`config.mk`:
```
export PLATFORM = sky130hd
export DESIGN_NAME = seq_booth_multiplier
export DESIGN_NICKNAME = d
export VERILOG_FILES = /design/src/rtl/booth_pkg.sv /design/src/rtl/booth_step.sv /design/src/rtl/seq_booth_multiplier.sv
export SDC_FILE = /design/constraint.sdc
export NUM_CORES = 1
export LEC_CHECK = 0
export CORE_UTILIZATION = 49
export CTS_BUF_LIST = sky130_fd_sc_hd__clkbuf_16
export CTS_CLUSTER_DIAMETER = 30
export DETAILED_ROUTE_END_ITERATION = 10
export PLACE_DENSITY = 0.82
export SYNTH_ARGS = -nofsm -noshare
export SYNTH_HDL_FRONTEND = slang
export SYNTH_HIERARCHICAL = 1
export SYNTH_SLANG_ARGS = --single-unit
```
`constraint.sdc`:
```
create_clock -name clk -period 2.4 [get_ports clk]
set_input_delay 0.48 -clock clk [delete_from_list [all_inputs] [get_ports clk]]
set_output_delay 0.48 -clock clk [all_outputs]
set_load 0.02 [all_outputs]
```
`src/rtl/booth_pkg.sv`:
```
// Shared definitions for the sequential radix-2 Booth multiplier: FSM states
// and the Booth recoding of the (Q[0], q_1) bit pair.
package booth_pkg;

   typedef enum logic {
      ST_IDLE = 1'b0,
      ST_CALC = 1'b1
   } state_e;

   typedef enum logic [1:0] {
      BOOTH_NOP = 2'd0,
      BOOTH_ADD = 2'd1,
      BOOTH_SUB = 2'd2
   } booth_op_e;

   function automatic booth_op_e booth_recode(input logic q0, input logic q_1);
      case ({q0, q_1})
         2'b01:   return BOOTH_ADD;
         2'b10:   return BOOTH_SUB;
         default: return BOOTH_NOP;
      endcase
   endfunction

endpackage

```
`src/rtl/booth_step.sv`:
```
// One radix-2 Booth iteration: recoded add/subtract of M into A, followed by
// an arithmetic right shift of {A, Q, q_1}.
module booth_step
   import booth_pkg::*;
#(
   parameter int W = 9
) (
   input  logic signed [W-1:0] a,
   input  logic        [W-1:0] q,
   input  logic                q_1,
   input  logic signed [W-1:0] m,
   output logic signed [W-1:0] a_next,
   output logic        [W-1:0] q_next,
   output logic                q_1_next
);

   logic signed [W-1:0] sum;

   always_comb begin
      case (booth_recode(q[0], q_1))
         BOOTH_ADD: sum = a + m;
         BOOTH_SUB: sum = a - m;
         default:   sum = a;
      endcase
      // Sign bit of the partial sum is replicated; its LSB moves into Q.
      a_next   = sum >>> 1;
      q_next   = {sum[0], q[W-1:1]};
      q_1_next = q[0];
   end

endmodule

```
`src/rtl/seq_booth_multiplier.sv`:
```
// Sequential radix-2 Booth multiplier, one multiplier bit per clock, with a
// start/done handshake and run-time signed/unsigned operand selection.
module seq_booth_multiplier
   import booth_pkg::*;
#(
   parameter  int WIDTH = 8,
   localparam int CNT_W = $clog2(WIDTH + 2)
) (
   input  logic               clk,
   input  logic               rst_n,
   input  logic               start,
   input  logic               signed_mode,
   input  logic [WIDTH-1:0]   x,
   input  logic [WIDTH-1:0]   y,
   output logic               busy,
   output logic               done,
   output logic [2*WIDTH-1:0] z
);

   localparam int EW = WIDTH + 1;
   localparam logic [CNT_W-1:0] LAST = CNT_W'(WIDTH);

   state_e               state, state_next;
   logic signed [EW-1:0] a, m, a_step;
   logic        [EW-1:0] q, q_step;
   logic                 q_1, q_1_step;
   logic [CNT_W-1:0]     count;
   logic                 accept, last;

   booth_step #(.W(EW)) u_step (
      .a        (a),
      .q        (q),
      .q_1      (q_1),
      .m        (m),
      .a_next   (a_step),
      .q_next   (q_step),
      .q_1_next (q_1_step)
   );

   always_comb begin
      state_next = state;
      accept     = 1'b0;
      last       = 1'b0;
      case (state)
         ST_IDLE: begin
            if (start) begin
               accept     = 1'b1;
               state_next = ST_CALC;
            end
         end
         ST_CALC: begin
            if (count == LAST) begin
               last       = 1'b1;
               state_next = ST_IDLE;
            end
         end
         default: state_next = ST_IDLE;
      endcase
   end

   always_ff @(posedge clk or negedge rst_n) begin
      if (!rst_n) state <= ST_IDLE;
      else        state <= state_next;
   end

   // Operands are extended by one bit so unsigned values stay positive.
   always_ff @(posedge clk or negedge rst_n) begin
      if (!rst_n) begin
         a     <= '0;
         m     <= '0;
         q     <= '0;
         q_1   <= 1'b0;
         count <= '0;
         done  <= 1'b0;
         z     <= '0;
      end else begin
         done <= last;
         if (accept) begin
            m     <= {signed_mode & x[WIDTH-1], x};
            q     <= {signed_mode & y[WIDTH-1], y};
            a     <= '0;
            q_1   <= 1'b0;
            count <= '0;
         end else if (state == ST_CALC) begin
            a     <= a_step;
            q     <= q_step;
            q_1   <= q_1_step;
            count <= count + CNT_W'(1);
            if (last) z <= {a_step[WIDTH-2:0], q_step};
         end
      end
   end

   assign busy = (state == ST_CALC);

endmodule
```
==> results of run 1 <==
## critical path, delay by kind of cell, from the launching register on
family | cells | cell delay, ns
buffers and inverters | 1 | 0.14
and+or+nand+nor | 2 | 0.26
muxes | 1 | 0.26
AOI/OAI and AO/OA | 4 | 0.54
adders and majority gates | 1 | 0.34
xor gates and xnor gates | 2 | 0.39
DFF | 1 | 0.42
## layout by cell type (no fill, tap or decap), types with 3 or more instances in the layout
master and instances:
inv_1 8, ha_4 4, xnor2_1 6, ha_1 6, o21ai_0 13, inv_2 4
a22o_1 12, mux2_2 16, nand2_1 15, buf_4 24, clkbuf_16 5, clkdlybuf4s50_1 36
nor2_1 6, nor2b_1 4, dfrtp_1 48, xor2_1 3, nor3_1 3, mux2i_1 9
buf_6 4, o21ai_1 4, mux2_4 10
## per-stage QoR
step | setup TNS, ns | area [sq um] | utilization [%] | hold WS, ns | worst slack (ns)
finish | -0.2641 | 3649 | 69.23 | 0.2966 | -0.06290
global route | -1.269 | 3649 | 69.23 | 0.3554 | -0.2132
CTS | 0 | 3501 | 66.43 | 0.3215 | 0.01058
detailed placement | -0.9471 | 3243 | 61.54 | 0.4835 | -0.1807
global placement | -0.3191 | 3243 | 61.54 | 0.4796 | -0.1283
floorplan | 0 | 2774 | - | 0.1844 | 0.009416
## cell families (layout without fill, tap and decap cells)
logic type	count (synthesis)	in the layout	synth area share, %
buffers and inverters	33	85	6.739
adder cells (fa/ha/maj)	13	13	6.151
AO/OA/AOI/OAI	54	54	13.30
multiplexers	36	36	15.42
XOR/XNOR	11	11	3.483
AND/OR/NAND/NOR	47	47	9.679
flip-flops	50	50	45.23
## area by class of cell
type,count,area [sq um]
Clock buffer,5,125.1
Fill cell,393,1622
Multi-Input combinational cell,161,1504
Inverter,12,45.04
Tap cell,70,87.58
Sequential cell,50,1254
Timing Repair Buffer,65,590.6
Clock inverter,3,42.54
## state kept, by name, indices dropped and copies added, names as in the netlist
register,cells
a,9
busy,1
count,4
done,1
m,9
q,9
q_1,1
z,16
## layer usage
layer,track usage (%),up-vias
li1,-,963
met1,28.19,1034
met2,31.77,54
met3,4.167,15
met4,8.302,0
met5,0,-
## final timing paths
| check | from | to | slack (ns) | depth (start not counted) |
|---|---|---|---|---|
| worst max-delay path | m[0] | z[14] | -0.06 | 11 |
| worst min-delay path | rst_n | z[4] | 0.30 | 2 |
| worst max register to register | m[0] | z[14] | -0.06 | 11 |
| worst min register to register | z[14] | z[14] | 0.51 | 1 |
| max in group asynchronous | rst_n | m[5] | 1.67 | 2 |
| min in group clk | z[14] | z[14] | 0.51 | 1 |
## what timing repair did
| action | 4_1_cts | 5_1_grt |
|---|---|---|
| buffers inserted | 3 | 4 |
| gates resized for setup | 17 | 29 |
| pin swaps | 8 | 19 |
| setup endpoints to repair | 10 | 10 |
==> impl_summary.txt, run 1 <==
----------------------------------------------------
[Timing]
  Peak clock frequency supported by timing ... just over 400 MHz
  Final critical-path required period ... between 2 and 2.5 ns
  RSZ-0062 raised after global routing ... true
  Finish-stage setup viols ... 7
  Worst setup skew after layout ... about 0.0054 ns
  Transition at the pin with the smallest max-transition slack ... 0.6061 ns
  Total count of max-transition violations in the final report ... 0
  Final cycle utilization of the critical path ... 102.6%
  Final number of hold-violating endpoints ... 0
  Relative slew slack ... roughly three fifths
  Final Worst Setup Slack ... -0.06290 ns

[Critical path]
  WS Path Type ... register to register
  Highest-delay cell along the critical path ... dfrtp_1
  Biggest cell delay along the critical path ... between 0.4 and 0.5 ns
  Critical path peak fanout ... 3
  Startpoint types ... register
  Critical path arrival ... approximately 2.6 ns
  Critical Path, Cell by Cell ... buf_6, nor3_4, nor2_2, xnor2_1, ha_2, o21ai_2, o21bai_1, a21oi_1, xor2_1, o21ai_1, mux2_2
  Worst endpoint required time ... ~2.6 ns
  Worst setup EP type ... register

[Route]
  Drt first-iter violations ... around 130
  Routed WL per cell ... ~17 um
  Routed wire length ... approximately 6100 um
  Highest routing layer actually used ... met4
  Met1 WL ... approximately 2700 um
  Routed wl met3 ... ~250 um
  Via total after detailed routing ... approximately 2100
  Sum of met2 wire segment lengths after detailed routing ... ~3000 um
  Final ANT Viol Nets ... 0
  Per-cell via count in the routed design ... roughly 5.6
  DRC Markers ... 0
  Initial DRT Pass Iterations ... 4

[Clock tree]
  Clock edge transition at the registers on the reported setup and hold paths ... 0.07 ns
  Hold buffer count at cts ... 0
  Root buffer selected by CTS ... clkbuf_16
  Insertion delay of the later-clocked pin in the worst-skew pair ... 0.29 ns
  Number of buffers created by CTS ... 5
  Buffers from clock root to sink, at most ... 2
  CTS Sinks ... 50
  CTS tree ... built
  Clock H-tree levels ... 2

[Global route]
  Antenna violations before repair ... 0
  Vias in the first global route ... slightly below 2000
  Global-route wire length before repair ... between 9000 and 10000 um
  GR Util All Layers ... between 20% and 30%
  Grt ovf ... 0
  Maximum number of pins on one net before global-route repair ... 51

[Yosys]
  Top cell type by total area after synthesis ... dfrtp_1
  Number of enable-type register cells in the synthesized netlist ... 0
  Synthesized instance count ... around 240
  Number of register bits inferred by synthesis ... 50
  Top cells by area in the synthesized netlist ... dfrtp_1, mux2_2, ha_1
  Synth cell types ... 44
  Top cells by count, synth ... dfrtp_1, mux2_2, nand2_1, o21ai_0
  Fraction of registers with async set or reset after synthesis ... 100.0%
  Net count after synthesis ... about 280
  Register area share after synthesis ... a little under half
  Avg Inst Size Synth ... between 10 and 15 sq um
  Count of warnings emitted by yosys ... 6
  Synth Cell Area ... between 2000 and 3000 sq um
  Cell with the most instances after synthesis ... dfrtp_1
  Share of the synthesized area in the top cell type ... roughly 45%
  Main synth FF type ... dfrtp_1

[Placement]
  IO Port Bufs ... 37
  Global placer's final weighted congestion ... around 0.81
  Detailed Place HPWL ... between 3000 and 4000 um
  Count of placed standard cells including taps ... about 350

[Run status]
  Result of the run ... finished, violations left
  Violations in the final reports ... negative setup slack

[Die]
  Area of the core ... roughly 5300 sq um
  Die Area ... 5951 sq um
  Die height ... between 70 and 80 um
  Starting density of the core ... about 52%
  Count of pins on the block boundary ... 38
  Total number of placement rows ... 26
  Die width ... around 77 um

[Flow run]
  Maximum Capacitance Violations ... 0

[Worst hold path]
  Hold Path Class ... input port to async pin

[Final layout]
  Fraction of final layout cells sized beyond drive strength 1 ... approximately 33%
  ANT cells ... 0
  Area growth from synthesis to layout ... 31.89%
  Number of standard cells in the layout, taps in and fillers out ... 366
  Final layout net count ... roughly 330

----------------------------------------------------
Power of run 1 is left out: the tool's default activity adds up to more than one toggle a clock period on the data nets, which glitch-free logic cannot reach.
==> run 2, diff against run 1 <==
CORE_UTILIZATION = 51   (was 49)
CTS_BUF_LIST = sky130_fd_sc_hd__clkbuf_2   (was sky130_fd_sc_hd__clkbuf_16)
PLACE_DENSITY = 0.78   (was 0.82)
==> run 2 against run 1 <==
Compared with the run above: the flow still finishes with violations (negative setup slack); die area is 3.8% lower; maximum frequency shrank 2.6%; cell area increased by 1.4%; first-iteration DRC count grew 31%; count of clock-buffer cells in the layout unchanged; highest routed layer unchanged; critical endpoint is now a[7]; utilization rose by 2.3 points.
==> impl_summary.txt, run 2 (synthesis results as in run 1) <==
----------------------------------------------------
[Timing]
  Final critical-path required period ... between 2 and 3 ns
  Transition at the pin with the smallest max-transition slack ... about 0.6 ns
  RSZ-0062 raised after global routing ... true
  Total count of max-transition violations in the final report ... 0
  Final cycle utilization of the critical path ... 105.3%
  Finish-stage setup viols ... 7
  Relative slew slack ... 61.01%
  Final Worst Setup Slack ... -0.1276 ns
  Peak clock frequency supported by timing ... between 300 and 400 MHz
  Final number of hold-violating endpoints ... 0
  Worst setup skew after layout ... around 0.04 ns

[Clock tree]
  Number of buffers created by CTS ... 5
  CTS Sinks ... 50
  Buffers from clock root to sink, at most ... 2
  Insertion delay of the later-clocked pin in the worst-skew pair ... 0.49 ns
  Clock H-tree levels ... 2
  Root buffer selected by CTS ... clkbuf_2
  Clock edge transition at the registers on the reported setup and hold paths ... approximately 0.3 ns
  CTS tree ... built

[Run status]
  Result of the run ... finished, violations left
  Violations in the final reports ... negative setup slack

[Final layout]
  Final layout net count ... about 340
  Number of filler cells placed in the layout ... around 330
  Largest register FFs ... 16
  ANT cells ... 0
  Largest register by flop count ... z
  Storage cell area ... approximately 1300 sq um
  Area of the multi-input gates ... between 1500 and 2000 sq um
  Most frequent cells in the layout ... dfrtp_1, clkdlybuf4s50_1, buf_4
  Leading cell type in the layout, fill and taps excluded ... dfrtp_1
  Area growth from synthesis to layout ... 33.70%
  Fraction of final layout cells sized beyond drive strength 1 ... a little under two fifths

[Route]
  Highest routing layer actually used ... met4
  Routed wire length ... around 6300 um
  Initial DRT Pass Iterations ... 4
  Per-cell via count in the routed design ... 5.663
  Via total after detailed routing ... 2118
  Final ANT Viol Nets ... 0
  Met1 WL ... roughly 2800 um
  Routed wl met3 ... between 200 and 300 um
  Sum of met2 wire segment lengths after detailed routing ... ~3100 um
  DRC Markers ... 0
  Drt first-iter violations ... between 150 and 200
  Routed WL per cell ... between 15 and 20 um

[Critical path]
  CP dominant cell by count ... a22o_1
  Worst endpoint required time ... between 2 and 3 ns
  Biggest cell delay along the critical path ... approximately 0.44 ns
  Highest-delay cell along the critical path ... dfrtp_1
  Critical path peak fanout ... 4
  Worst Path Buf+Inv ... 1
  Critical path arrival ... between 2 and 3 ns
  Cell family with most CP delay ... compound AO/OA/AOI/OAI gates
  WS Path Type ... register to register
  Worst setup EP type ... register
  Critical Path, Cell by Cell ... buf_4, nor3_4, nor2_1, xnor2_1, ha_2, o21ai_2, o21ai_1, a22o_1, nand3b_1, xnor2_2, a22o_1
  Startpoint types ... register

[Die]
  Count of pins on the block boundary ... 38
  Die width ... roughly 76 um
  Starting density of the core ... about 53%
  Die Area ... around 5700 sq um
  Area of the core ... 5172 sq um
  Die height ... ~76 um
  Total number of placement rows ... 26

[Placement]
  Detailed Place HPWL ... slightly below 4000 um
  Global placer's final weighted congestion ... 0.9003
  IO Port Bufs ... 37
  Pre-CTS setup slack ... -0.1700 ns

[Global route]
  Antenna violations before repair ... 0
  Maximum number of pins on one net before global-route repair ... 27
  GR Util All Layers ... 21.99%
  Vias in the first global route ... around 1900
  Grt ovf ... 0
  Global-route wire length before repair ... a little over 9000 um

[Worst hold path]
  Hold Path Class ... input port to async pin

[Flow run]
  Maximum Capacitance Violations ... 0

----------------------------------------------------
[run 2: cell count changes in the layout (fill, tap and decap cells not counted), sizes merged]
cell | previous run | this run
buf | 29 | 36
bufinv | 1 | 0
dlygate4sd3 | 0 | 1
inv | 13 | 14
[run 2: path summary, 6_finish.rpt]
| path | slack, ns | from | depth (start not counted) | to |
|---|---|---|---|---|
| hold / removal | 0.45 | rst_n | 2 | z[5] |
| min in group clk | 0.55 | z[1] | 1 | z[1] |
| max in group asynchronous | 1.36 | rst_n | 3 | m[1] |
| setup reg to reg | -0.13 | m[2] | 11 | a[7] |
| setup / recovery | -0.13 | m[2] | 11 | a[7] |
| hold reg to reg | 0.55 | z[1] | 1 | z[1] |
[run 2: metrics by stage]
step                      hold slack, ns  util [%]  setup TNS, ns  area [sq um]  cells
after CTS                         0.4655     66.88       -0.08410          3460    367
after global placement            0.4809     62.80        -0.1559          3248    350
after global routing              0.4859     71.50         -1.514          3699    374
after detailed placement          0.4837     62.80        -0.8364          3248    350
after floorplan                   0.1844         -              0          2774    244
final                             0.4498     71.50        -0.6140          3699    374
[run 2: layout make-up]
cell class | instances | share of cell area, %
Sequential cell | 50 | 33.96
Tap cell | 70 | 2.368
Inverter | 12 | 1.218
Clock buffer | 5 | 0.6766
Clock inverter | 3 | 0.7104
Multi-Input combinational cell | 161 | 42.66
Timing Repair Buffer | 73 | 18.40
[run 2: per-layer routing]
layer / global-route usage, % / vias to the layer above
li1: - / 977
met1: 30.57 / 1060
met2: 34.42 / 69
met3: 4.365 / 12
met4: 7.613 / 0
met5: 0 / -
[run 2: what timing repair did]
action | 4_1_cts | 5_1_grt
endpoints found under the hold margin | 22 | 0
hold buffers | 1 | 0
setup endpoints to repair | 10 | 11
pin swaps | 8 | 27
buffers inserted | 8 | 7
resized for setup | 23 | 42
[run 2: worst reg2reg max path: cells and delay by family, from the launching register on]
family                   cells  cell delay (ns)
buffers and inverters        1             0.15
adder cells (fa/ha/maj)      1             0.33
AND/OR/NAND/NOR              3             0.42
XOR/XNOR                     2             0.40
AO/OA/AOI/OAI                4             0.73
flip-flops                   1             0.44
Power of run 2 is left out for the same reason.
==> run 3, diff against run 2 <==
CAP_MARGIN = 25   (was unset)
==> results of run 3 <==
The final DEF is identical to that of run 2; final timing and power are the same.
Power of run 3 is left out for the same reason.
